==> src/rtl/segasys1_pkg.sv <==
// Shared types and constants for the System 1 hiscore/debug RAM access controller.
package segasys1_pkg;

  typedef enum logic [1:0] {
    ST_IDLE  = 2'd0,
    ST_ISSUE = 2'd1,
    ST_WAIT  = 2'd2,
    ST_ACK   = 2'd3
  } hs_state_t;

  // Channel roles in the default tag table
  localparam int CH_MAIN = 0;
  localparam int CH_VRAM = 1;
  localparam int CH_SPR  = 2;
  localparam int CH_PAL  = 3;

  // Packed tag table, ch0 in the least significant nibble
  localparam logic [15:0] CH_TAG_DFLT = {4'hD, 4'hE, 4'h8, 4'hC};

  function automatic int sel_width(input int nch);
    return (nch > 1) ? $clog2(nch) : 1;
  endfunction

endpackage

==> src/rtl/segasys1_hs_decode.sv <==
// Priority tag decoder: maps the host address tag to a target channel index.
module segasys1_hs_decode #(
  parameter int                   NCH     = 4,
  parameter int                   TAGW    = 4,
  parameter logic [NCH*TAGW-1:0]  CH_TAG  = '0,
  parameter int                   DFLT_CH = 1,
  parameter int                   SELW    = 2
) (
  input  logic [TAGW-1:0] tag,
  output logic [SELW-1:0] sel
);

  // Scanning from the top down lets the lowest matching index win.
  always_comb begin
    sel = SELW'(DFLT_CH);
    for (int i = NCH - 1; i >= 0; i--) begin
      if (CH_TAG[i*TAGW +: TAGW] == tag) sel = SELW'(i);
    end
  end

endmodule

==> src/rtl/segasys1_hsbus.sv <==
// Hiscore/debug RAM access controller: decodes a host access onto one of NCH
// target RAM ports, runs it through a req/ack handshake and absorbs read latency.
module segasys1_hsbus
  import segasys1_pkg::*;
#(
  parameter int                   NCH     = 4,
  parameter int                   AW      = 16,
  parameter int                   DW      = 8,
  parameter int                   TAGW    = 4,
  parameter logic [NCH*TAGW-1:0]  CH_TAG  = (NCH*TAGW)'(CH_TAG_DFLT),
  parameter int                   DFLT_CH = CH_VRAM,
  parameter int                   RD_LAT  = 1,
  parameter bit                   RUN_OK  = 1'b0
) (
  input  logic              clk48M,
  input  logic              reset,
  input  logic              pause_n,
  input  logic              hs_req,
  input  logic              hs_we,
  input  logic [AW-1:0]     hs_ad,
  input  logic [DW-1:0]     hs_di,
  output logic [DW-1:0]     hs_do,
  output logic              hs_ack,
  output logic              hs_busy,
  output logic [AW-1:0]     ch_ad,
  output logic [DW-1:0]     ch_dw,
  output logic [NCH-1:0]    ch_we,
  output logic [NCH-1:0]    ch_rd,
  input  logic [NCH*DW-1:0] ch_dr
);

  localparam int         SELW      = sel_width(NCH);
  localparam logic [1:0] WAIT_LAST = 2'(RD_LAT - 1);

  hs_state_t        state, next_state;
  logic             lat_we;
  logic [AW-1:0]    lat_ad;
  logic [DW-1:0]    lat_di;
  logic [SELW-1:0]  sel, dec_sel;
  logic [NCH-1:0]   sel_oh;
  logic             armed;
  logic [1:0]       wait_cnt;
  logic             accept;
  logic             wait_done;

  segasys1_hs_decode #(
    .NCH     (NCH),
    .TAGW    (TAGW),
    .CH_TAG  (CH_TAG),
    .DFLT_CH (DFLT_CH),
    .SELW    (SELW)
  ) u_decode (
    .tag (hs_ad[AW-1 -: TAGW]),
    .sel (dec_sel)
  );

  assign accept    = (state == ST_IDLE) && hs_req && armed && (!pause_n || RUN_OK);
  assign wait_done = (wait_cnt == WAIT_LAST);
  assign sel_oh    = NCH'(1) << sel;

  // NOTE: sequential state uses non-blocking assignments so every register
  // samples the pre-edge values of the others, independent of block order.
  always_ff @(posedge clk48M or posedge reset) begin
    if (reset) state <= ST_IDLE;
    else       state <= next_state;
  end

  // NOTE: every combinational output gets a default first, so no path can
  // leave a signal unassigned and infer a latch.
  always_comb begin
    next_state = state;
    case (state)
      ST_IDLE:  if (accept) next_state = ST_ISSUE;
      ST_ISSUE: next_state = lat_we ? ST_ACK : ST_WAIT;
      ST_WAIT:  if (wait_done) next_state = ST_ACK;
      ST_ACK:   next_state = ST_IDLE;
      default:  next_state = ST_IDLE;
    endcase
  end

  always_comb begin
    hs_ack  = 1'b0;
    hs_busy = 1'b0;
    ch_ad   = '0;
    ch_dw   = '0;
    ch_we   = '0;
    ch_rd   = '0;
    case (state)
      ST_ISSUE: begin
        hs_busy = 1'b1;
        ch_ad   = lat_ad;
        ch_dw   = lat_di;
        if (lat_we) ch_we = sel_oh;
        else        ch_rd = sel_oh;
      end
      ST_WAIT: begin
        hs_busy = 1'b1;
        ch_ad   = lat_ad;
        ch_dw   = lat_di;
      end
      ST_ACK: begin
        hs_busy = 1'b1;
        hs_ack  = 1'b1;
        ch_ad   = lat_ad;
        ch_dw   = lat_di;
      end
      default: ;
    endcase
  end

  // NOTE: the request latches are plain registers, not a memory, so they are
  // reset to keep every output at zero straight out of reset.
  always_ff @(posedge clk48M or posedge reset) begin
    if (reset) begin
      lat_we <= 1'b0;
      lat_ad <= '0;
      lat_di <= '0;
      sel    <= '0;
    end else if (accept) begin
      lat_we <= hs_we;
      lat_ad <= hs_ad;
      lat_di <= hs_di;
      sel    <= dec_sel;
    end
  end

  // A request still held after its ack must drop before it can start another.
  always_ff @(posedge clk48M or posedge reset) begin
    if (reset)        armed <= 1'b1;
    else if (accept)  armed <= 1'b0;
    else if (!hs_req) armed <= 1'b1;
  end

  always_ff @(posedge clk48M or posedge reset) begin
    if (reset)                    wait_cnt <= '0;
    else if (state == ST_ISSUE)   wait_cnt <= '0;
    else if (state == ST_WAIT)    wait_cnt <= wait_cnt + 2'd1;
  end

  // Read data lands on the last wait cycle so it is already stable with the ack.
  always_ff @(posedge clk48M or posedge reset) begin
    if (reset)                               hs_do <= '0;
    else if ((state == ST_WAIT) && wait_done) hs_do <= ch_dr[sel*DW +: DW];
  end

endmodule

==> config.mk <==
export PLATFORM = sky130hd
export DESIGN_NAME = segasys1_hsbus
export DESIGN_NICKNAME = d
export VERILOG_FILES = /design/src/rtl/segasys1_pkg.sv /design/src/rtl/segasys1_hs_decode.sv /design/src/rtl/segasys1_hsbus.sv
export SDC_FILE = /design/constraint.sdc
export NUM_CORES = 1
export LEC_CHECK = 0
export ABC_AREA = 1
export BUFFER_PORTS_ARGS = -buffer_cell sky130_fd_sc_hd__buf_2
export CAP_MARGIN = 20
export CORE_ASPECT_RATIO = 1.1
export CORE_MARGIN = 10
export CORE_UTILIZATION = 47
export CTS_CLUSTER_DIAMETER = 120
export DETAILED_ROUTE_END_ITERATION = 12
export GPL_ROUTABILITY_DRIVEN = 0
export GPL_TIMING_DRIVEN = 0
export HOLD_SLACK_MARGIN = 0.1
export PLACE_DENSITY = 0.81
export SYNTH_ARGS = -nofsm -noshare
export SYNTH_HDL_FRONTEND = slang
export SYNTH_SLANG_ARGS = --single-unit
==> constraint.sdc <==
create_clock -name clk48M -period 2.2 [get_ports clk48M]
set_clock_uncertainty 0.2 [all_clocks]
set_input_delay 0.11 -clock clk48M [delete_from_list [all_inputs] [get_ports clk48M]]
set_output_delay 0.11 -clock clk48M [all_outputs]
set_load 0.02 [all_outputs]
# Yosys cells after proc, flatten, opt, wreduce, memory -nomap -nowiden

Cells that the tools add are included.

Bits in registers: 40
Input bits: 61
Output and inout bits: 42
Word-level logic and storage cells: 51

$add $sub $neg: 1
Equal/unequal tests: 10
Shift-type cells: 2
Multiplexer cells: 20
Reductions and logical operators: 10

Operators with widths:

| operator              | count |
|---|---|
| $shiftx A32 B6 Y8     | 1 |
| $eq A4 B4 Y1 const A  | 4 |
| $mux W16              | 1 |
| $mux W2               | 8 |
| $mux W4               | 4 |
| $mux W8               | 1 |
| $pmux W2 S4           | 1 |
| $mux W1               | 5 |
| $eq A2 B2 Y1 const B  | 2 |
| $logic_and A1 B1 Y1   | 4 |
| $logic_not A2 Y1      | 2 |
| $ne A2 B2 Y1 const B  | 2 |
| $shl A1 B2 Y4 const A | 1 |
| $reduce_or A3 Y1      | 1 |
| $add A2 B1 Y2 const B | 1 |
| $eq A2 B1 Y1 const B  | 1 |
| $ne A2 B1 Y1 const B  | 1 |
| $reduce_and A2 Y1     | 1 |
| $reduce_bool A2 Y1    | 1 |
| $logic_not A1 Y1      | 1 |

# Logic depth before layout (Yosys ltp)

Depth in word-level cells: 6
Gate-level depth with buffers: 10
Depth with buffers taken out: 9

# Modules after synthesis

A second synthesis with hierarchy kept.

Cell total of the unflattened synthesis: 313
Area, all modules: 2285.9 um2

By module, submodules not included:

| module             | times used | cells an instance | area an instance (um2) | seq. area each (um2) |
|---|---|---|---|---|
| segasys1_hsbus     | 1          | 306               | 2257.2                 | 1002.2 |
| segasys1_hs_decode | 1          | 7                 | 28.8                   | 0.0 |

# Worst setup path before layout

Ideal clock, no wire load.

Path kind: register -> output
From: reg state[0]
To: out ch_ad[0]
Arrival: 1295 ps
Required time: 1890 ps
Path slack: 595 ps
Stages on the path, launching flop included: 6
Buffers on the path: 2
Path through: dfrtp_1 -> inv_1 -> ha_1 -> buf_6 -> clkbuf_1 -> nor2_1

Word-level cells in the longest chain between the ends: 3
Elaborated cells between the ends (all ways): 5
Classes of those cells: eq/ne: 3; mux: 1; reduce/logical: 1

RTL lines:

| item                                         | line                 | text |
|---|---|---|
| from (decl)                                  | segasys1_hsbus.sv:35 | `hs_state_t state, next_state;` |
| from (signal assigned)                       | segasys1_hsbus.sv:65 | `else state <= next_state;` |
| $eq A2 B1 Y1 or $eq A2 B2 Y1 (tied branches) | segasys1_hsbus.sv:88 | `case (state)` |
| $reduce_or A3 Y1 (no line) (*)               | --                   |  |
| $mux W16 (*)                                 | segasys1_hsbus.sv:88 |  |
| to (decl)                                    | segasys1_hsbus.sv:25 | `output logic [AW-1:0] ch_ad,` |

Mark *: on every way between the ends. The rest lies on a longest branch, timed or not.

# Worst setup path in the final report

From: reg state[0]
To: reg lat_ad[13]

Word-level cells in the longest chain between the ends: 4

RTL lines:

| item                              | line                  | text |
|---|---|---|
| $logic_not A2 Y1                  | segasys1_hsbus.sv:57  | `assign accept = (state == ST_IDLE) && hs_req && armed && (!pause_n \|\| RUN_OK);` |
| $logic_and A1 B1 Y1 (3 in series) | segasys1_hsbus.sv:57  |  |
| to (signal assigned)              | segasys1_hsbus.sv:121 | `lat_ad <= hs_ad;` |
| to (decl)                         | segasys1_hsbus.sv:37  | `logic [AW-1:0] lat_ad;` |

Every way passes these cells.
A chain may end at the register's enable or synchronous reset.

==> impl_metrics.json <==
{
  "outcome": "finished, final reports clean",
  "numCtsBuffers": 5,
  "hpwl_um": 5048,
  "grt_max_degree": 41,
  "worst_pin_slew_ns": 0.8333,
  "yosys.area.top_type_share_pct": 42.09,
  "final_net_count": 548,
  "p_per_area_mw_per_mm2": 1287,
  "setup_viol": 0,
  "syn-num-nets": 378,
  "fmax_mhz": 485.9,
  "syn_inst": 312,
  "viasPerCell": 4.896,
  "finalPower_mw": 4.626,
  "hold_slack_ns": 0.2752,
  "grt_use_total_pct": 20.87,
  "max_stage_delay_ns": 0.55,
  "wl_um": 8379,
  "critPathSlowestCell": "dlygate4sd3_1",
  "routedWlPerCell_um": 15.52,
  "clock-sinks": 40,
  "min_period_ns": 2.058,
  "rsz0062_at_grt": "no",
  "start_util_pct": 49.15,
  "grt_pass1_wl_um": 13640,
  "cp.arrival_ns": 2.03,
  "vias": 2644,
  "vdd_drop_max_uv": 713.8,
  "path_delay_family": "buffers and inverters",
  "io_buffers": 102,
  "critPathBufInv": 4,
  "worstSetupPathType": "register to register",
  "drive_gt1_share_pct": 32.16,
  "cts_tree": "built",
  "synth_area_mm2": 0.002318,
  "worst_skew_pair.late_latency_ns": 0.29,
  "dp.cells": 470,
  "syn2layout_area_growth_pct": 55.05,
  "finalSetupTns_ns": 0,
  "clock_path_buffers": 2,
  "fin_crit_sh_pct": 93.55,
  "synthTopCellsByArea": "dfrtp_1, nand2_1, o21ai_2",
  "antenna_found_initial": 2,
  "hold_viol": 0,
  "core_area_mm2": 0.004717,
  "grt_pass1_vias": 2857,
  "crit_path_end_kind": "register",
  "min_path_type": "register to register",
  "ys_seq_elements": 40,
  "drv_cap": 0,
  "pin_count": 103,
  "startpoint_type": "register",
  "power.leakage_nw": 2.043,
  "avgSynthCellArea_um2": 7.431,
  "slew_violations": 0,
  "stdcell_count": 540,
  "layout_common_cells": "nand2_1, buf_2, dlygate4sd3_1",
  "clk_pin_slew_ns": 0.07,
  "crit_required_ns": 2.17,
  "cts_max_level": 2,
  "drt_iter0_markers": 148,
  "synthDistinctLibCells": 20,
  "ys.warnings.count": 0,
  "dieWidth_um": 86.97,
  "antenna_left": 0,
  "rows": 26,
  "dieArea_mm2": 0.008146,
  "critical_path_peak_fanout": 9,
  "drc_errors": 0,
  "slew_headroom_pct": 44.37,
  "cts_root_buf": "clkbuf_8",
  "dr.pass1.iters": 4,
  "grt.overflow.total": 0,
  "synth_top_cell_by_area": "dfrtp_1",
  "yosysSeqAreaShare_pct": 43.23,
  "die_h_um": 93.67,
  "final_common_cell": "nand2_1",
  "crit_chain": "inv_1 -> ha_1 -> buf_6 -> nand2_2 -> inv_2 -> nand2_4 -> nand2_1 -> o21ai_0 -> dlygate4sd3_1"
}
==> cell usage after synthesis <==
library cell  instances
nand2_1             138
dfrtp_1              39
inv_1                37
nor2_1               33
o21ai_2              25
buf_6                 6
nand3_1               6
ha_1                  5
nand2_2               5
o21ai_0               4
clkbuf_1              3
a21oi_1               2
buf_12                2
buf_4                 1
clkinv_1              1
dfstp_2               1
inv_2                 1
inv_4                 1
inv_8                 1
nand2_4               1
==> flip-flops by register name (all words and copies together), names as in the netlist <==
signal / flops
wait_cnt: 2
lat_di: 8
sel: 2
state: 2
lat_we: 1
armed: 1
hs_do: 8
lat_ad: 16
==> worst register-to-register path, cell delays in order (launching register included) <==
cell	delay (ns)
dfrtp_1	0.42
inv_1	0.12
ha_1	0.17
buf_6	0.14
nand2_2	0.05
inv_2	0.06
nand2_4	0.09
nand2_1	0.07
o21ai_0	0.06
dlygate4sd3_1	0.55
==> power by group <==
part	switching (mW)	internal [mW]
registers	0.142	1.09
clock network	0.240	0.215
logic	1.80	1.13
==> layout make-up <==
class                           instances  area [µm²]
Tap cell                               56       70.07
Timing Repair Buffer                  163        1121
Buffer                                 12       128.9
Inverter                               41       163.9
Fill cell                             326        1122
Clock inverter                          1       5.005
Antenna cell                            2       5.005
Multi-Input combinational cell        219        1026
Clock buffer                            6       72.57
Sequential cell                        40        1002
==> final timing paths <==
check / start / to / slack (ns) / cells after the start
worst max register to register: state[0] / lat_ad[13] / 0.14 / 9
worst max-delay path: state[0] / lat_ad[13] / 0.14 / 9
worst min register to register: hs_do[2] / hs_do[2] / 0.28 / 2
worst min-delay path: hs_do[2] / hs_do[2] / 0.28 / 2
max in group asynchronous: reset / sel[0] / 0.93 / 3
min in group asynchronous: reset / lat_ad[0] / 0.35 / 3
==> per-stage QoR <==
stage | utilization [%] | area [µm²] | worst slack, ns
2_1_floorplan | - | 2318 | 0.5955
3_3_place_gp | 61.46 | 2899 | 0.3940
3_5_place_dp | 61.46 | 2899 | 0.3672
4_1_cts | 76.05 | 3587 | 0.04099
5_1_grt | 76.21 | 3595 | 0.004645
6_report | 76.21 | 3595 | 0.1418
==> routing by layer <==
layer | global-route usage (%) | part of all wire [%] | vias to the layer above
li1 | - | - | 1270
met1 | 21.37 | 37 | 1202
met2 | 35.94 | 48 | 143
met3 | 7.899 | 11 | 29
met4 | 10.81 | 3.7 | 0
met5 | 0 | 0 | -
==> cell families after synthesis <==
group	after synthesis	share of synthesized area [%]
AOI/OAI and AO/OA	31	10.74
adders and majority gates	5	2.698
buffers and inverters	53	12.52
DFF	40	43.23
and+or+nand+nor	183	30.82
==> repair_timing <==
action,4_1_cts,5_1_grt
endpoints found under the hold margin,75,0
setup buffers,0,0
setup endpoints to repair,0,20
hold buffers,61,0
gates resized for setup,0,4
Power figures use the tool's default switching activity.
